`config.mk`:
```
export PLATFORM = sky130hd
export DESIGN_NAME = status_reg_flat
export DESIGN_NICKNAME = d
export VERILOG_FILES = /design/src/rtl/mosby_pkg.sv /design/src/rtl/status_reg_if.sv /design/src/rtl/nmi_edge_latch.sv /design/src/rtl/status_reg.sv /design/src/flat_wrapper.sv
export SDC_FILE = /design/constraint.sdc
export NUM_CORES = 1
export LEC_CHECK = 0
export CAP_MARGIN = 20
export CORE_MARGIN = 2
export CORE_UTILIZATION = 36
export CTS_BUF_LIST = sky130_fd_sc_hd__clkbuf_16
export DETAILED_ROUTE_END_ITERATION = 12
export PLACE_DENSITY_LB_ADDON = 0.3
export SLEW_MARGIN = 0
export SYNTH_ARGS = -nofsm -noshare
export SYNTH_HDL_FRONTEND = slang
export SYNTH_SLANG_ARGS = --single-unit
```
`constraint.sdc`:
```
create_clock -name clk -period 1.95 [get_ports clk]
set_input_delay 0.39 -clock clk [delete_from_list [all_inputs] [get_ports clk]]
set_output_delay 0.39 -clock clk [all_outputs]
set_load 0.03 [all_outputs]
```
`src/rtl/mosby_pkg.sv`:
```
// Shared definitions for the MOSby core: flag instruction encodings,
// processor status bit positions and the power-on status value.
package mosby_pkg;

   typedef enum logic [2:0] {
      FLAG_NOP = 3'd0,
      FLAG_CLC = 3'd1,
      FLAG_SEC = 3'd2,
      FLAG_CLI = 3'd3,
      FLAG_SEI = 3'd4,
      FLAG_CLV = 3'd5,
      FLAG_CLD = 3'd6,
      FLAG_SED = 3'd7
   } flag_op_e;

   // Bit positions inside the P byte
   localparam int P_N = 7;
   localparam int P_V = 6;
   localparam int P_U = 5;
   localparam int P_B = 4;
   localparam int P_D = 3;
   localparam int P_I = 2;
   localparam int P_Z = 1;
   localparam int P_C = 0;

   // I=1 and the unused bit 5 reads as 1
   localparam logic [7:0] RESET_P_DEFAULT = 8'h24;

endpackage

```
`src/rtl/status_reg_if.sv`:
```
// Bundle between the control unit/ALU (master) and the status register (slave).
interface status_reg_if;
   import mosby_pkg::*;

   logic       alu_n;
   logic       alu_v;
   logic       alu_z;
   logic       alu_c;
   logic       upd_nz;
   logic       upd_c;
   logic       upd_v;
   flag_op_e   flag_op;
   logic       bit_op;
   logic       plp_load;
   logic [7:0] data_in;
   logic       push_brk;
   logic [7:0] push_data;
   logic       instr_boundary;
   logic       irq;
   logic       nmi;
   logic       int_ack;
   logic [7:0] status;
   logic       int_pending;
   logic       int_is_nmi;

   modport master (
      output alu_n, alu_v, alu_z, alu_c, upd_nz, upd_c, upd_v, flag_op,
             bit_op, plp_load, data_in, push_brk, instr_boundary, irq, nmi, int_ack,
      input  push_data, status, int_pending, int_is_nmi
   );

   modport slave (
      input  alu_n, alu_v, alu_z, alu_c, upd_nz, upd_c, upd_v, flag_op,
             bit_op, plp_load, data_in, push_brk, instr_boundary, irq, nmi, int_ack,
      output push_data, status, int_pending, int_is_nmi
   );

endinterface

```
`src/rtl/nmi_edge_latch.sv`:
```
// NMI rising-edge detector with a pending flop. A fresh edge in the same
// cycle as the acknowledge keeps the request pending. After reset the input
// must be seen low once before a rising edge can be recognised, so an NMI
// line that is already high at reset release does not fire.
module nmi_edge_latch (
   input  logic clk,
   input  logic rst,
   input  logic nmi,
   input  logic ack,
   output logic nmi_pend
);

   logic nmi_q_reg;
   logic armed_reg;
   logic pend_reg;
   logic rise_seen;

   assign rise_seen = nmi & ~nmi_q_reg & armed_reg;
   assign nmi_pend  = pend_reg;

   // Sample the line, arm on the first low, set-wins pending flop
   always_ff @(posedge clk or posedge rst) begin
      if (rst) begin
         nmi_q_reg <= 1'b0;
         armed_reg <= 1'b0;
         pend_reg  <= 1'b0;
      end else begin
         nmi_q_reg <= nmi;
         if (!nmi) begin
            armed_reg <= 1'b1;
         end
         pend_reg <= rise_seen | (pend_reg & ~ack);
      end
   end

endmodule

```
`src/rtl/status_reg.sv`:
```
// Processor status register P: six flag flops with prioritised update
// sources, push-byte formatting and interrupt recognition (NMI edge latch,
// IRQ masked by the I value captured at the previous instruction boundary).
module status_reg
   import mosby_pkg::*;
#(
   parameter logic [7:0] RESET_P = RESET_P_DEFAULT
) (
   input  logic         clk,
   input  logic         rst,
   status_reg_if.slave  bus
);

   logic n_reg, v_reg, d_reg, i_reg, z_reg, c_reg;
   logic n_next, v_next, d_next, i_next, z_next, c_next;
   logic i_mask_reg;
   logic nmi_pend;
   logic [7:0] p_word;
   logic [7:0] push_word;
   logic unused_data_bits;

   // Bits 5/4 of the data bus never reach a flag
   assign unused_data_bits = ^bus.data_in[P_U:P_B];

   // Next flag values; later assignments have higher precedence
   always_comb begin
      n_next = n_reg;
      v_next = v_reg;
      d_next = d_reg;
      i_next = i_reg;
      z_next = z_reg;
      c_next = c_reg;

      if (bus.upd_nz) begin
         n_next = bus.alu_n;
         z_next = bus.alu_z;
      end
      if (bus.upd_c) c_next = bus.alu_c;
      if (bus.upd_v) v_next = bus.alu_v;

      if (bus.bit_op) begin
         n_next = bus.data_in[P_N];
         v_next = bus.data_in[P_V];
         z_next = bus.alu_z;
      end

      case (bus.flag_op)
         FLAG_CLC: c_next = 1'b0;
         FLAG_SEC: c_next = 1'b1;
         FLAG_CLI: i_next = 1'b0;
         FLAG_SEI: i_next = 1'b1;
         FLAG_CLV: v_next = 1'b0;
         FLAG_CLD: d_next = 1'b0;
         FLAG_SED: d_next = 1'b1;
         default:  ;
      endcase

      if (bus.int_ack) i_next = 1'b1;

      if (bus.plp_load) begin
         n_next = bus.data_in[P_N];
         v_next = bus.data_in[P_V];
         d_next = bus.data_in[P_D];
         i_next = bus.data_in[P_I];
         z_next = bus.data_in[P_Z];
         c_next = bus.data_in[P_C];
      end
   end

   // Flag storage
   always_ff @(posedge clk or posedge rst) begin
      if (rst) begin
         n_reg <= RESET_P[P_N];
         v_reg <= RESET_P[P_V];
         d_reg <= RESET_P[P_D];
         i_reg <= RESET_P[P_I];
         z_reg <= RESET_P[P_Z];
         c_reg <= RESET_P[P_C];
      end else begin
         n_reg <= n_next;
         v_reg <= v_next;
         d_reg <= d_next;
         i_reg <= i_next;
         z_reg <= z_next;
         c_reg <= c_next;
      end
   end

   // IRQ mask follows I only at instruction boundaries (one-instruction latency)
   always_ff @(posedge clk or posedge rst) begin
      if (rst) begin
         i_mask_reg <= 1'b1;
      end else if (bus.instr_boundary) begin
         i_mask_reg <= i_reg;
      end
   end

   nmi_edge_latch u_nmi (
      .clk      (clk),
      .rst      (rst),
      .nmi      (bus.nmi),
      .ack      (bus.int_ack & nmi_pend),
      .nmi_pend (nmi_pend)
   );

   // Assemble the status byte and the pushed byte
   always_comb begin
      p_word      = 8'h00;
      p_word[P_N] = n_reg;
      p_word[P_V] = v_reg;
      p_word[P_U] = 1'b1;
      p_word[P_B] = 1'b0;
      p_word[P_D] = d_reg;
      p_word[P_I] = i_reg;
      p_word[P_Z] = z_reg;
      p_word[P_C] = c_reg;
      push_word      = p_word;
      push_word[P_B] = bus.push_brk;
   end

   assign bus.status      = p_word;
   assign bus.push_data   = push_word;
   assign bus.int_is_nmi  = nmi_pend;
   assign bus.int_pending = nmi_pend | (bus.irq & ~i_mask_reg);

endmodule

```
`src/flat_wrapper.sv`:
```
// flat-port wrapper written by rule: the top's interface ports become plain ports
module status_reg_flat import mosby_pkg::*;
#(
   parameter logic [7:0] RESET_P = RESET_P_DEFAULT
)
  (clk, rst, bus_alu_n, bus_alu_v, bus_alu_z, bus_alu_c, bus_upd_nz, bus_upd_c, bus_upd_v, bus_flag_op, bus_bit_op, bus_plp_load, bus_data_in, bus_push_brk, bus_instr_boundary, bus_irq, bus_nmi, bus_int_ack, bus_push_data, bus_status, bus_int_pending, bus_int_is_nmi);
  status_reg_if bus_i ();
  input  logic clk;
  input  logic rst;
  input wire logic [$bits(bus_i.alu_n)-1:0] bus_alu_n;
  input wire logic [$bits(bus_i.alu_v)-1:0] bus_alu_v;
  input wire logic [$bits(bus_i.alu_z)-1:0] bus_alu_z;
  input wire logic [$bits(bus_i.alu_c)-1:0] bus_alu_c;
  input wire logic [$bits(bus_i.upd_nz)-1:0] bus_upd_nz;
  input wire logic [$bits(bus_i.upd_c)-1:0] bus_upd_c;
  input wire logic [$bits(bus_i.upd_v)-1:0] bus_upd_v;
  input wire logic [$bits(bus_i.flag_op)-1:0] bus_flag_op;
  input wire logic [$bits(bus_i.bit_op)-1:0] bus_bit_op;
  input wire logic [$bits(bus_i.plp_load)-1:0] bus_plp_load;
  input wire logic [$bits(bus_i.data_in)-1:0] bus_data_in;
  input wire logic [$bits(bus_i.push_brk)-1:0] bus_push_brk;
  input wire logic [$bits(bus_i.instr_boundary)-1:0] bus_instr_boundary;
  input wire logic [$bits(bus_i.irq)-1:0] bus_irq;
  input wire logic [$bits(bus_i.nmi)-1:0] bus_nmi;
  input wire logic [$bits(bus_i.int_ack)-1:0] bus_int_ack;
  output wire logic [$bits(bus_i.push_data)-1:0] bus_push_data;
  output wire logic [$bits(bus_i.status)-1:0] bus_status;
  output wire logic [$bits(bus_i.int_pending)-1:0] bus_int_pending;
  output wire logic [$bits(bus_i.int_is_nmi)-1:0] bus_int_is_nmi;
  assign bus_i.alu_n = bus_alu_n;
  assign bus_i.alu_v = bus_alu_v;
  assign bus_i.alu_z = bus_alu_z;
  assign bus_i.alu_c = bus_alu_c;
  assign bus_i.upd_nz = bus_upd_nz;
  assign bus_i.upd_c = bus_upd_c;
  assign bus_i.upd_v = bus_upd_v;
  assign bus_i.flag_op = bus_flag_op;
  assign bus_i.bit_op = bus_bit_op;
  assign bus_i.plp_load = bus_plp_load;
  assign bus_i.data_in = bus_data_in;
  assign bus_i.push_brk = bus_push_brk;
  assign bus_i.instr_boundary = bus_instr_boundary;
  assign bus_i.irq = bus_irq;
  assign bus_i.nmi = bus_nmi;
  assign bus_i.int_ack = bus_int_ack;
  assign bus_push_data = bus_i.push_data;
  assign bus_status = bus_i.status;
  assign bus_int_pending = bus_i.int_pending;
  assign bus_int_is_nmi = bus_i.int_is_nmi;
  status_reg #(.RESET_P(RESET_P)) u_core (.clk(clk), .rst(rst), .bus(bus_i));
endmodule
```
# After elaboration in Yosys (flattened, before gate mapping)
# Cells that the tools add are included.
op_classes:
  n_eq_ne: 7
  muxes: 18
  n_bitwise: 10
  n_reduce_logical: 5
ops:
  columns: ["operator", "n"]
  rows:
  - ["$mux 1", 15]
  - ["$eq 3x3->1 const B", 4]
  - ["$reduce_bool 4->1", 3]
  - ["$eq 3x2->1 const B", 2]
  - ["$pmux 1 s2", 3]
  - ["$reduce_bool 3->1", 2]
  - ["$and 1x1->1", 5]
  - ["$eq 3x1->1 const B", 1]
  - ["$not 1->1", 3]
  - ["$or 1x1->1", 2]
totals:
  ff_bits: 10
  out_inout_bits: 18

# Depth between registers and ports, before layout
# Gate-level depths: netlist (run 1).
depth:
  depth_word: 4
  ltp_mapped: 4
  mapped_depth_nobuf: 3

# By module
# From an unflattened synthesis (run 1), not the netlist that was laid out.
hier_totals:
  cells_unflattened: 68
  area_unflattened_um2: 669.4
modules_own_cells:
  columns: ["mod", "instances", "cells_each", "area_each_um2", "seq_area_each_um2"]
  rows:
  - ["status_reg", 1, 60, 564.3, 177.7]
  - ["nmi_edge_latch", 1, 8, 105.1, 75.1]

# Least setup slack after synthesis (run 1)
# No wires, ideal clock.
synth_timing:
  path_kind: "in2out"
  start: "input port bus_irq"
  end: "output port bus_int_pending"
  arrival_ps: 1089
  t_required_ps: 1560
  slack_ps: 471
  stages: 2
  path_buffers: 0
  path_cell_list: "inv_1 -> o21ai_0"
synth_via:
  elab_chain_len: 2
synth_rtl:
  columns: ["item", "line_no", "source"]
  rows:
  - ["start, declared", "flat_wrapper.sv:23", "input wire logic [$bits(bus_i.irq)-1:0] bus_irq;"]
  - ["$and 1x1->1", "status_reg.sv:124", "assign bus.int_pending = nmi_pend | (bus.irq & ~i_mask_reg);"]
  - ["$or 1x1->1", "status_reg.sv:124", null]
  - ["end, declared", "flat_wrapper.sv:28", "output wire logic [$bits(bus_i.int_pending)-1:0] bus_int_pending;"]
# No other way between the ends.

# Final worst setup path (run 1)
layout_timing:
  start: "register u_core.i_reg"
  end: "output port bus_push_data[2]"
layout_rtl:
  columns: ["item", "line_no", "source"]
  rows:
  - ["start, declared", "status_reg.sv:14", "logic n_reg, v_reg, d_reg, i_reg, z_reg, c_reg;"]
  - ["start signal, assigned", "status_reg.sv:76", "i_reg <= RESET_P[P_I];"]
  - ["start signal, assigned", "status_reg.sv:83", "i_reg <= i_next;"]
  - ["end, declared", "flat_wrapper.sv:26", "output wire logic [$bits(bus_i.push_data)-1:0] bus_push_data;"]
# No word-level cell between the ends.

==> flow_summary.toml, run 1 <==
[run_status]
status = "complete, no violations"

[worst_setup_path]
rrSetupSlack_ns = 0.94
crit_cells = 1
worst_setup_path_start_kind = "flop"
critPathMaxFanout = 5
end_kind = "primary output"
max_stage_delay_ns = 0.68
path_delay_family = "buffers and inverters"
r2r_cells = 3
worstPathCellList = "clkdlybuf4s50_1"
reg2reg_to = "u_core.c_reg$_DFFE_PP0P_"
cp.arrival_ns = 1.48
slowest_stage = "clkdlybuf4s50_1"
critPathBufInv = 1
r2r-start = "u_core.c_reg$_DFFE_PP0P_"
worst-setup-path-type = "flop to primary output"
cp-startpoint = "u_core.i_reg$_DFFE_PP1P_"
required_ns = 1.56
worstSetupEndpoint = "bus_push_data[2]"

[clock_network]
cts_root_buf = "clkbuf_16"
cts_buffers = 3
clk_latency_ns = 0.24
clockBufferDepth = 2
cts_tree = "yes"
cts_sinks = 10
holdBufCountCts = 0
ctsHtreeMaxLevel = 1
clk_pin_slew_ns = 0.04
postCtsSetupRepairBufs = 0
ctsResizeCount = 0

[grt]
grt_max_degree = 11
grt_pass1_vias = 460
grt-ovfl-total = 0
grt_pass1_wl_um = 1940
antenna_found_initial = 0
grt.total_usage_pct = 14.1

[route]
via_count = 503
wl_per_cell_um = 11.9
drt_wl_total_um = 1260
drt-initial-drc-count = 4
drc = 0
antenna_left = 0
drtPass1Iterations = 4
routed_via_density = 4.75

[synth]
synth.avg_cell_area_sq_um = 9.45
ys_seq_area_share_pct = 41.1
synth_seq_cells = 10
synthTopCellsByArea = "dfrtp_1 (33%), buf_4 (20%), dfstp_2 (8.6%), mux2_2 (5.5%), mux2i_1 (4.9%)"
postSynthCellCount = 65
synth_area_sq_um = 614
yosys.area.top_type = "dfrtp_1"
synth_top_cell_area_share_pct = 32.6
synth_cell_types = 22
yosys_warnings = 0

[sta]
layout_setup_ws_ns = 0.0820
maxSlewViolCount = 0
finClkSkew_ns = 0.000168
fin_setup_tns_ns = 0
final.min_clock_period_ns = 1.87
fin_crit_sh_pct = 95.8
finalHoldViolCount = 0
setup_viol = 0
rsz0062_at_grt = "false"
max_freq_ghz = 0.535

[floorplan]
fp.dieH_um = 45.3
die_area_sq_um = 2050
io_pins = 45
core_sq_um = 1560
fp-row-count = 14
start_util_pct = 39.4
die_w_um = 45.3

[cells_and_area]
finalNetCount = 118
drive_gt1_share_pct = 10.0
syn_to_final_growth_pct = 55.2
layout_commonest_cell = "clkdlybuf4s50_1"
final_cell_mix = "clkdlybuf4s50_1 (36), dfrtp_1 (8), nand2_1 (5), nor2_1 (5)"
antenna_cells = 0

[place]
port_buffers = 37
dp_hpwl_um = 1020
place_congestion = 0.738
pre_cts_ws_ns = 0.330

[flow_run]
max-cap-violations = 0

[pwr]
p_per_area_nw_per_um2 = 851
ir_drop_mv = 0.546
leakagePower_nw = 0.408
power_mw = 0.812

[hold_path]
hold_path_class = "flop to flop"
min_from = "u_core.u_nmi.nmi_q_reg$_DFF_PP0_"
-- power breakdown --
part           total, mW  internal (mW)  switching, mW
Clock              0.360          0.268         0.0917
Combinational      0.212          0.105          0.107
Sequential         0.240          0.228         0.0112
-- synth_stat cells --
cell / count
a211oi_1: 1
a21o_1: 1
a21oi_1: 3
a32o_1: 1
and2b_1: 1
buf_4: 16
buf_6: 1
conb_1: 2
dfrtp_1: 8
dfstp_2: 2
inv_1: 3
mux2_2: 3
mux2i_1: 3
nand2_1: 5
nand2b_1: 2
nand3b_1: 1
nor2_1: 5
nor2b_1: 1
o21ai_0: 3
o21bai_1: 1
o22ai_1: 1
o31ai_1: 1
-- worst min path at each step --
| stage | slack, ns | end | depth (start not counted) |
|---|---|---|---|
| 6_report | 0.43 | u_core.u_nmi.nmi_pend$_DFF_PP0_ | 1 |
| 5_1_grt | 0.47 | u_core.u_nmi.nmi_pend$_DFF_PP0_ | 1 |
| 4_1_cts | 0.44 | u_core.u_nmi.nmi_pend$_DFF_PP0_ | 1 |
| 3_5_place_dp | 0.43 | u_core.u_nmi.nmi_pend$_DFF_PP0_ | 1 |
| 3_3_place_gp | 0.41 | u_core.u_nmi.nmi_pend$_DFF_PP0_ | 1 |
| 2_1_floorplan | 0.23 | u_core.c_reg$_DFFE_PP0P_ | 1 |
-- per-stage QoR --
stage	instance area [sq um]	hold WS [ns]	instances	util [%]
floorplan	618	0.229	66	-
global placement	875	0.415	102	56.1
detailed placement	875	0.431	102	56.1
CTS	953	0.440	106	61.2
global route	953	0.474	106	61.2
finish	953	0.433	106	61.2
-- kinds of logic after synthesis --
logic type / after synthesis / share of synthesized area [%]
mux: 6 / 10.4
other cells: 2 / 1.22
buf+inv: 20 / 23.2
simple gates: 15 / 11.6
compound gates: 12 / 12.4
flops: 10 / 41.1
-- layout make-up --
class                           instances  area (sq um)
Clock buffer                            3          75.1
Timing Repair Buffer                   37           368
Fill cell                             135           606
Multi-Input combinational cell         36           223
Tap cell                               16          20.0
Clock inverter                          1          3.75
Inverter                                3          11.3
Sequential cell                        10           253
-- per-layer routing --
metal	part of all wire [%]	global-route usage [%]
met5	0	0
met3	11	6.00
met1	37	13.0
met2	49	24.9
met4	2.5	9.41
Power figures use the tool's default switching activity.
==> run 2: changes to the inputs <==
--- a/config.mk
+++ b/config.mk
@@ -6,10 +6,11 @@
 export NUM_CORES = 1
 export LEC_CHECK = 0
 export CAP_MARGIN = 20
-export CORE_MARGIN = 2
 export CORE_UTILIZATION = 36
 export CTS_BUF_LIST = sky130_fd_sc_hd__clkbuf_16
+export CTS_CLUSTER_SIZE = 8
 export DETAILED_ROUTE_END_ITERATION = 12
+export MAX_ROUTING_LAYER = met4
 export PLACE_DENSITY_LB_ADDON = 0.3
 export SLEW_MARGIN = 0
 export SYNTH_ARGS = -nofsm -noshare
==> run 2 against run 1 <==
  * Utilization increased by 0.69 points
  * Clock skew increased by 0.0014 ns
  * Critical path depth unchanged
  * Sequential share of layout area unchanged
  * Routed wire length decreased by 4.8%
  * Die area decreased by 8.6%
  * Maximum frequency increased by 0.18%
  * Critical path type unchanged
  * Largest power group unchanged
==> flow_summary.toml, run 2 (synthesized netlist as in run 1, its figures left out) <==
[clock_network]
holdBufCountCts = 0
postCtsSetupRepairBufs = 0
ctsResizeCount = 0
cts_sinks = 10
cts_tree = "yes"
clk_latency_ns = 0.23
clockBufferDepth = 2
ctsHtreeMaxLevel = 1
clk_pin_slew_ns = 0.04
cts_root_buf = "clkbuf_16"
cts_buffers = 3

[worst_setup_path]
slowest_stage = "clkdlybuf4s50_1"
critPathMaxFanout = 5
worstPathCellList = "clkdlybuf4s50_1"
worst-setup-path-type = "flop to primary output"
required_ns = 1.56
critPathBufInv = 1
max_stage_delay_ns = 0.68
cp.arrival_ns = 1.47
path_delay_family = "buffers and inverters"
rrSetupSlack_ns = 0.93
worst_setup_path_start_kind = "flop"
end_kind = "primary output"

[sta]
maxSlewViolCount = 0
setup_viol = 0
max_freq_ghz = 0.536
timing.hold.ws_ns = 0.438
fin_setup_tns_ns = 0
rsz0062_at_grt = "false"
finClkSkew_ns = 0.00161
final.min_clock_period_ns = 1.86
finalHoldViolCount = 0
fin_crit_sh_pct = 95.6

[cells_and_area]
nFillCells = 146
antenna_cells = 0
layout_commonest_cell = "clkdlybuf4s50_1"
drive_gt1_share_pct = 10.0
syn_to_final_growth_pct = 55.2
instances_no_fill = 106
fin_area_sq_um = 953
utilization_pct = 61.9
final_cell_mix = "clkdlybuf4s50_1 (36), dfrtp_1 (8), nand2_1 (5), nor2_1 (5)"
finalNetCount = 118

[pwr]
ir_drop_mv = 0.876
p_per_area_nw_per_um2 = 839
leakagePower_nw = 0.408

[route]
drt_wl_total_um = 1200
routed_via_density = 4.55
wl_per_cell_um = 11.3
via_count = 482
antenna_left = 0
drc = 0
drt-initial-drc-count = 5
drtPass1Iterations = 4

[floorplan]
core_sq_um = 1540
die_area_sq_um = 1880
fp-row-count = 14
die_w_um = 43.3
io_pins = 45
start_util_pct = 39.9
fp.dieH_um = 43.3

[grt]
grt-ovfl-total = 0
grt_pass1_wl_um = 2040
antenna_found_initial = 0
grt_pass1_vias = 503
grt.total_usage_pct = 15.3
grt_max_degree = 11

[place]
place_inst = 102
placed_area_sq_um = 875
port_buffers = 37
dp_hpwl_um = 987
place_congestion = 0.669

[hold_path]
hold_path_class = "input port to asynchronous set/reset pin"

[flow_run]
max-cap-violations = 0

[run_status]
status = "complete, no violations"
[run 2: stage by stage]
step	setup slack [ns]	power (mW)
floorplan	0.471	0.386
global placement	0.345	0.451
detailed placement	0.326	0.455
CTS	0.0853	0.813
global route	0.0571	0.845
finish	0.0854	0.800
[run 2: worst paths after layout]
check	endpoint	from	cells past startpoint
max	bus_status[2]	u_core.i_reg$_DFFE_PP1P_	1
min	u_core.z_reg$_DFFE_PP0P_	rst	2
max reg2reg	u_core.c_reg$_DFFE_PP0P_	u_core.c_reg$_DFFE_PP0P_	3
min reg2reg	u_core.u_nmi.nmi_pend$_DFF_PP0_	u_core.u_nmi.nmi_q_reg$_DFF_PP0_	1
max in group asynchronous	u_core.i_mask_reg$_DFFE_PP1P_	rst	2
min in group clk	u_core.u_nmi.nmi_pend$_DFF_PP0_	u_core.u_nmi.nmi_q_reg$_DFF_PP0_	1
[run 2: routing by layer]
| metal | GRT usage [%] | vias up | wire length, um |
|---|---|---|---|
| li1 | - | 246 | - |
| met2 | 25.4 | 24 | 604 |
| met5 | - | - | 0 |
| met1 | 15.8 | 210 | 470 |
| met3 | 7.23 | 2 | 116 |
| met4 | 5.45 | 0 | 8 |
[run 2: worst register-to-register path: stages (launching register included)]
cell and delay [ns]:
dfrtp_1 0.38, mux2_2 0.28, a21oi_1 0.13, o31ai_1 0.10
[run 2: final cells by class]
cell class / count / area (sq um) / area share (%)
Tap cell: 16 / 20.0 / 2.10
Sequential cell: 10 / 253 / 26.5
Clock buffer: 3 / 75.1 / 7.87
Inverter: 3 / 11.3 / 1.18
Clock inverter: 1 / 3.75 / 0.394
Timing Repair Buffer: 37 / 368 / 38.6
Multi-Input combinational cell: 36 / 223 / 23.4
[run 2: power by group]
part | total (mW) | switching (mW) | internal, mW
Clock | 0.349 | 0.0815 | 0.267
Combinational | 0.211 | 0.106 | 0.105
Sequential | 0.240 | 0.0113 | 0.229
